**src/rtl/flag_unit_if.sv**
```systemverilog
// Bus between an ALU datapath and the flag/condition unit.
// The master drives the ALU outputs and requests; the slave returns zero, flags and the evaluation result.
interface flag_if #(
    parameter int WIDTH = 64
);
    logic [WIDTH-1:0] result;
    logic             alu_carry;
    logic             alu_overflow;
    logic             set_flags;
    logic             cond_check;
    logic [3:0]       cond;
    logic             cbz;
    logic             zero;
    logic [3:0]       flags;
    logic             take_valid;
    logic             taken;

    modport master (
        output result,
        output alu_carry,
        output alu_overflow,
        output set_flags,
        output cond_check,
        output cond,
        output cbz,
        input  zero,
        input  flags,
        input  take_valid,
        input  taken
    );

    modport slave (
        input  result,
        input  alu_carry,
        input  alu_overflow,
        input  set_flags,
        input  cond_check,
        input  cond,
        input  cbz,
        output zero,
        output flags,
        output take_valid,
        output taken
    );
endinterface

```
**src/rtl/flag_unit.sv**
```systemverilog
// NZCV flag register with single-cycle condition evaluation (including CBZ/CBNZ).
// A set_flags in the same cycle as a request bypasses the register so the request sees the new flags.
module flag_unit #(
    parameter int WIDTH = 64
) (
    input logic   clk,
    input logic   reset,
    flag_if.slave fu
);

    typedef enum logic [3:0] {
        COND_EQ = 4'b0000,
        COND_NE = 4'b0001,
        COND_HS = 4'b0010,
        COND_LO = 4'b0011,
        COND_MI = 4'b0100,
        COND_PL = 4'b0101,
        COND_VS = 4'b0110,
        COND_VC = 4'b0111,
        COND_HI = 4'b1000,
        COND_LS = 4'b1001,
        COND_GE = 4'b1010,
        COND_LT = 4'b1011,
        COND_GT = 4'b1100,
        COND_LE = 4'b1101,
        COND_AL = 4'b1110,
        COND_NV = 4'b1111
    } cond_e;

    logic       live_z;
    logic [3:0] live_flags;
    logic [3:0] eval_flags;
    logic       cond_true;
    logic       outcome;

    logic [3:0] flags_q,      flags_d;
    logic       take_valid_q, take_valid_d;
    logic       taken_q,      taken_d;

    function automatic logic eval_cond(input logic [3:0] c, input logic [3:0] f);
        logic n, z, cy, v;
        logic res;
        {n, z, cy, v} = f;
        case (c)
            COND_EQ: res = z;
            COND_NE: res = !z;
            COND_HS: res = cy;
            COND_LO: res = !cy;
            COND_MI: res = n;
            COND_PL: res = !n;
            COND_VS: res = v;
            COND_VC: res = !v;
            COND_HI: res = cy & !z;
            COND_LS: res = !cy | z;
            COND_GE: res = (n == v);
            COND_LT: res = (n != v);
            COND_GT: res = !z & (n == v);
            COND_LE: res = z | (n != v);
            default: res = 1'b1;
        endcase
        return res;
    endfunction

    assign live_z     = ~|fu.result;
    assign live_flags = {fu.result[WIDTH-1], live_z, fu.alu_carry, fu.alu_overflow};
    assign eval_flags = fu.set_flags ? live_flags : flags_q;
    assign cond_true  = eval_cond(fu.cond, eval_flags);

    // CBZ/CBNZ looks only at the live zero; cond[0] picks the polarity.
    assign outcome = fu.cbz ? (fu.cond[0] ? !live_z : live_z) : cond_true;

    always_comb begin
        flags_d      = flags_q;
        take_valid_d = fu.cond_check;
        taken_d      = fu.cond_check & outcome;
        if (fu.set_flags) begin
            flags_d = live_flags;
        end
    end

    always_ff @(posedge clk or posedge reset) begin
        if (reset) begin
            flags_q      <= 4'b0000;
            take_valid_q <= 1'b0;
            taken_q      <= 1'b0;
        end else begin
            flags_q      <= flags_d;
            take_valid_q <= take_valid_d;
            taken_q      <= taken_d;
        end
    end

    assign fu.zero       = live_z;
    assign fu.flags      = flags_q;
    assign fu.take_valid = take_valid_q;
    assign fu.taken      = taken_q;

endmodule

```
**src/flat_wrapper.sv**
```systemverilog
// flat-port wrapper written by rule: the top's interface ports become plain ports
module flag_unit_flat 
#(
    parameter int WIDTH = 64
)
  (clk, reset, fu_result, fu_alu_carry, fu_alu_overflow, fu_set_flags, fu_cond_check, fu_cond, fu_cbz, fu_zero, fu_flags, fu_take_valid, fu_taken);
  flag_if #(.WIDTH(WIDTH)) fu_i ();
  input logic clk;
  input logic reset;
  input wire logic [$bits(fu_i.result)-1:0] fu_result;
  input wire logic [$bits(fu_i.alu_carry)-1:0] fu_alu_carry;
  input wire logic [$bits(fu_i.alu_overflow)-1:0] fu_alu_overflow;
  input wire logic [$bits(fu_i.set_flags)-1:0] fu_set_flags;
  input wire logic [$bits(fu_i.cond_check)-1:0] fu_cond_check;
  input wire logic [$bits(fu_i.cond)-1:0] fu_cond;
  input wire logic [$bits(fu_i.cbz)-1:0] fu_cbz;
  output wire logic [$bits(fu_i.zero)-1:0] fu_zero;
  output wire logic [$bits(fu_i.flags)-1:0] fu_flags;
  output wire logic [$bits(fu_i.take_valid)-1:0] fu_take_valid;
  output wire logic [$bits(fu_i.taken)-1:0] fu_taken;
  assign fu_i.result = fu_result;
  assign fu_i.alu_carry = fu_alu_carry;
  assign fu_i.alu_overflow = fu_alu_overflow;
  assign fu_i.set_flags = fu_set_flags;
  assign fu_i.cond_check = fu_cond_check;
  assign fu_i.cond = fu_cond;
  assign fu_i.cbz = fu_cbz;
  assign fu_zero = fu_i.zero;
  assign fu_flags = fu_i.flags;
  assign fu_take_valid = fu_i.take_valid;
  assign fu_taken = fu_i.taken;
  flag_unit #(.WIDTH(WIDTH)) u_core (.clk(clk), .reset(reset), .fu(fu_i));
endmodule
```
**config.mk**
```make
export PLATFORM = sky130hd
export DESIGN_NAME = flag_unit_flat
export DESIGN_NICKNAME = d
export VERILOG_FILES = /design/src/rtl/flag_unit_if.sv /design/src/rtl/flag_unit.sv /design/src/flat_wrapper.sv
export SDC_FILE = /design/constraint.sdc
export NUM_CORES = 1
export LEC_CHECK = 0
export CELL_PAD_IN_SITES_DETAIL_PLACEMENT = 1
export CELL_PAD_IN_SITES_GLOBAL_PLACEMENT = 1
export CORE_UTILIZATION = 16
export DETAILED_ROUTE_END_ITERATION = 7
export HOLD_SLACK_MARGIN = 0.15
export PLACE_DENSITY_LB_ADDON = 0.1
export SETUP_SLACK_MARGIN = 0.3
export SLEW_MARGIN = 20
export SYNTH_ARGS = -nofsm -noshare
export SYNTH_HDL_FRONTEND = slang
export SYNTH_SLANG_ARGS = --single-unit
```
**constraint.sdc**
```tcl
create_clock -name clk -period 1.95 [get_ports clk]
set_input_delay 0.195 -clock clk [delete_from_list [all_inputs] [get_ports clk]]
set_output_delay 0.195 -clock clk [all_outputs]
set_load 0.01 [all_outputs]
```
Word level (Yosys, flattened, before mapping):

Cells that the tools add are included.

* equality and inequality tests: 15
* mux-type cells: 4
* bitwise logic cells: 5
* reduce and logical (&&, ||, !) cells: 7

Operator list (number)
* OR reduction 64 bit: 1
* == test 4 bit, second input constant: 6
* == test 4 x 3 -> 1 bit, second input constant: 4
* case mux 1 bit (14 select lines): 1
* == test 4 x 2 -> 1 bit, second input constant: 2
* logical NOT 1 bit: 5
* == test 4 x 1 -> 1 bit, second input constant: 1
* logical NOT 4 bit: 1
* two-way mux 4 bit: 1
* AND 1 bit: 3
* two-way mux 1 bit: 2
* OR 1 bit: 2
* == test 1 bit: 1
* inequality test 1 bit: 1

* bits in registers: 6
* input port bits: 75
* output and inout bits: 7
* logic and storage cells: 34

Depth between registers and ports, before layout:

* depth after elaboration: 8
* depth in mapped cells: 7

Worst setup path after synthesis:

Ideal clock, no wire load.

* kind: reg-to-reg
* start: register u_core.flags_q[0], in the netlist u_core.fu.flags[0]
* end: register u_core.taken_q, in the netlist u_core.fu.taken
* setup time: 129 ps
* data arrival time: 1659 ps
* data required time: 1821 ps
* slack: 162 ps
* stages on the path, launching flop included: 7
* buffers on the path: 0
* period minus slack after synthesis: 1788 ps
* cells stage by stage: dfrtp_1 mux2_4 and3b_1 a2111oi_0 o2111ai_1 nor4_2 a21oi_1

* word-level cells in the longest chain between the ends: 6
* elaborated cells on any way between the ends: 9

Ends and longest elaborated chain
* start, declared: RTL line flag_unit.sv:36 `logic [3:0] flags_q, flags_d;`
* start signal, assigned: RTL line flag_unit.sv:87 `flags_q <= flags_d;`
* two-way mux 4 bit (*): RTL line flag_unit.sv:66 `assign eval_flags = fu.set_flags ? live_flags : flags_q;`
* named net u_core.eval_flags[0]: RTL line flag_unit.sv:32 `logic [3:0] eval_flags;`
* inequality test 1 bit or == test 1 bit (tied branches)
* OR 1 bit or AND 1 bit (tied branches): RTL line flag_unit.sv:58, flag_unit.sv:57
* case mux 1 bit (14 select lines) (*): RTL line flag_unit.sv:44 `case (c)`
* two-way mux 1 bit (*): RTL line flag_unit.sv:70 `assign outcome = fu.cbz ? (fu.cond[0] ? !live_z : live_z) : cond_true;`
* AND 1 bit (*): RTL line flag_unit.sv:75 `taken_d = fu.cond_check & outcome;`
* named net u_core.taken_d: RTL line flag_unit.sv:38 `logic taken_q, taken_d;`
* end signal, assigned: RTL line flag_unit.sv:89 `taken_q <= taken_d;`
* end, declared: RTL line flag_unit.sv:38

Mark *: on every way through the listed nets, which the timed path passes. The rest lies on a longest branch.

Final worst setup path:

* start: input fu_result[28]
* end: register u_core.taken_q, in the netlist u_core.fu.taken

* word-level cells in the longest chain between the ends: 8
* elaborated cells on any way between the ends: 12

Ends and longest elaborated chain
* start, declared: RTL line flat_wrapper.sv:10 `input wire logic [$bits(fu_i.result)-1:0] fu_result;`
* OR reduction 64 bit (*): RTL line flag_unit.sv:64 `assign live_z = ~|fu.result;`
* logical NOT 1 bit: RTL line flag_unit.sv:64
* two-way mux 4 bit: RTL line flag_unit.sv:66
* logical NOT 1 bit: RTL line flag_unit.sv:46, flag_unit.sv:53, flag_unit.sv:57
* AND 1 bit (on tied branches): RTL line flag_unit.sv:57, flag_unit.sv:53
* case mux 1 bit (14 select lines): RTL line flag_unit.sv:44
* two-way mux 1 bit (*): RTL line flag_unit.sv:70
* AND 1 bit (*): RTL line flag_unit.sv:75
* named net u_core.taken_d: RTL line flag_unit.sv:38

Marks and branches as above.

==> impl_metrics.json <==
{
  "num_vias": 1025,
  "port_buffers": 81,
  "synth_top_area_share": 0.227,
  "cts_buffers": 3,
  "die_w_um": 66.3,
  "layout-drive-gt1-share": 0.518,
  "ys_seq_area_frac": 0.227,
  "placed_area_um2": 1620,
  "synthDistinctLibCells": 30,
  "postCtsSetupBuffers": 0,
  "drv_cap": 0,
  "synthArstFlopShare": 1.00,
  "relSlewSlack": 0.774,
  "synth_common_cells": "12 x nor4_1, 6 x dfrtp_1, 5 x inv_1, 5 x nor4_2",
  "arrival_ps": 1740,
  "r2r_cells": 7,
  "skew_ps": 0.974,
  "wire_per_inst_um": 14.2,
  "drv_slew": 0,
  "tightest_slew_ps": 337,
  "start_kind": "input port",
  "synth_area_leaders": "dfrtp_1 23%, nor4_1 11%, nor4_2 9.5%",
  "p_per_area_nw_per_um2": 380,
  "totalPowerFinal_uw": 598,
  "p_leak_nw": 0.679,
  "cp_top_family": "simple AND/OR/NAND/NOR gates",
  "synth_edf_count": 0,
  "drt_iter0_drc": 3,
  "hold_path.class": "input port to async pin",
  "yosys_warnings": 0,
  "finalWorstSetupSlack_ps": 311,
  "syn_nets": 151,
  "die-area_um2": 4400,
  "root_buffer": "clkbuf_8",
  "top_layer_used": "met4",
  "stdcell_area_um2": 1570,
  "htreeDepth": 1,
  "grt.total_usage": 0.143,
  "n_antenna_cell": 0,
  "route.met3.wl_um": 378,
  "crit_chain": "clkdlybuf4s15_1 -> nor4_2 -> nand4_1 -> nor4_4 -> buf_4 -> mux2i_1 -> nor4_2 -> a21oi_1",
  "start_util": 0.167,
  "grt_pass1_wl_mm": 4.75,
  "reg2reg_slack_ps": 320,
  "crit_buf_inv": 2,
  "worst-path-max-fanout": 3,
  "worstSetupPathType": "input port to flip-flop",
  "overflow": 0,
  "fp.dieH_um": 66.3,
  "post-route-period-util": 0.841,
  "post-dp-hpwl_mm": 2.69,
  "ys_ff_latch": 6,
  "critPathSlowestCell": "nor4_4",
  "netlist_area_um2": 662,
  "gp_congestion": 0.717,
  "place_ws_ps": -327,
  "core-area_um2": 3970,
  "path_common_cell": "nor4_2",
  "yosysTopAreaCell": "dfrtp_1",
  "status": "finished clean",
  "setup_viol": 0,
  "period_minus_slack_ps": 1640,
  "wl_met2_mm": 1.57,
  "path_clk_slew_ps": 40,
  "r2r-end": "u_core.fu.taken$_DFF_PP0_",
  "first_global_vias": 1158,
  "antenna_found_initial": 0,
  "routed_wl_mm": 3.11,
  "max_freq_mhz": 610,
  "critPathMaxStageDelay_ps": 330,
  "clock_latency_ps": 230,
  "hold_viol": 0,
  "peakVddDrop_v": 0.000135,
  "r2r-start": "u_core.fu.flags[3]$_DFF_PP0_",
  "clkSinkCount": 6,
  "drt-met1-wl_mm": 1.13,
  "cts_buffer_depth": 2,
  "grt_max_degree": 10,
  "area_delta_synth_final_pct": 138,
  "nNetsFinal": 247,
  "firstDrtPassIters": 4,
  "postCtsHoldBufs": 0,
  "synth_most_common_cell": "nor4_1",
  "rows": 23,
  "syn_avg_cell_area_um2": 8.71,
  "ys.flop_type": "dfrtp_1",
  "rsz0062_at_grt": "yes",
  "cp-end-kind": "flip-flop",
  "drcViolationCount": 0,
  "ant_nets": 0,
  "tns_ps": 0,
  "cts_tree": "yes",
  "via_per_inst": 4.66,
  "pin_count": 82,
  "crit_required_ps": 2050,
  "synthCells": 76
}
logic make-up after synthesis:
group,count (synthesis),synth area share
flops,6,0.227
compound gates,10,0.104
simple gates,40,0.431
mux,6,0.102
buf+inv,8,0.0567
xor+xnor,6,0.0794
registers in the layout (all words and copies together) (netlist names):
register and cells:
u_core.fu.flags 4, u_core.fu.take_valid 1, u_core.fu.taken 1
power breakdown:
part / total, mW / switching [mW] / internal [mW]
Clock: 0.191 / 0.0583 / 0.133
Combinational: 0.266 / 0.108 / 0.158
Sequential: 0.141 / 0.00623 / 0.134
Total: 0.598 / 0.172 / 0.426
how the worst max path moves through the flow:
stage,startpoint,to,slack [ps],cells past startpoint
6_report,fu_result[28],u_core.fu.taken$_DFF_PP0_,310,8
5_1_grt,u_core.fu.flags[3]$_DFF_PP0_,u_core.fu.taken$_DFF_PP0_,190,7
4_1_cts,u_core.fu.flags[3]$_DFF_PP0_,u_core.fu.taken$_DFF_PP0_,300,6
3_5_place_dp,fu_result[10],fu_zero,-330,5
3_3_place_gp,fu_result[10],fu_zero,-290,5
2_1_floorplan,fu_result[4],u_core.fu.taken$_DFF_PP0_,290,6
cells in the final DEF, fill, tap and decap left out, drive strengths merged:
| cell | instances |
|---|---|
| mux2 | 3 |
| clkbuf | 21 |
| nor3b | 1 |
| dlygate4sd2 | 7 |
| clkdlybuf4s50 | 14 |
| o21ai | 3 |
| nor4 | 18 |
| a2111oi | 1 |
| xnor2 | 3 |
| o211ai | 2 |
| dfrtp | 6 |
| nor4b | 2 |
| nand3 | 3 |
| o31ai | 1 |
| clkdlybuf4s15 | 12 |
| nor2 | 1 |
| xor2 | 3 |
| inv | 5 |
| a21oi | 1 |
| o2111ai | 1 |
| and3b | 1 |
| buf | 43 |
| nor2b | 1 |
| nand4 | 4 |
| nand2 | 4 |
| nand2b | 1 |
| nor3 | 3 |
| o221ai | 1 |
| and3 | 1 |
| mux2i | 3 |
per-stage QoR:
stage | utilization | hold slack [ps] | cells
2_1_floorplan | - | -14.0 | 76
3_3_place_gp | 0.408 | 434 | 217
3_5_place_dp | 0.408 | 446 | 217
4_1_cts | 0.393 | 206 | 220
5_1_grt | 0.396 | 239 | 220
6_report | 0.396 | 196 | 220
layer usage:
metal | up-vias | track usage
met5 | - | 0
met4 | 0 | 0.0638
met3 | 4 | 0.0534
met2 | 59 | 0.255
met1 | 470 | 0.148
li1 | 492 | -
final cells by class:
cell class	count	area [um^2]
clock buffers	3	41.3
flip-flops and latches	6	150
multi-input cells	62	609
fillers	473	2400
inverters	5	18.8
well taps	50	62.6
repair buffers	94	691
timing repair:
item                                    4_1_cts  5_1_grt
resized for setup                           153       55
endpoints found under the setup margin        2        2
pin swaps                                    28       18
worst reg2reg max path: cells and delay by family (launching register included):
kind / cells / cell delay (ps)
flops: 1 / 390
buf+inv: 1 / 160
mux: 2 / 230
compound gates: 2 / 250
xor+xnor: 1 / 210
simple gates: 1 / 270
No activity file was read; power rests on OpenSTA's default activity.
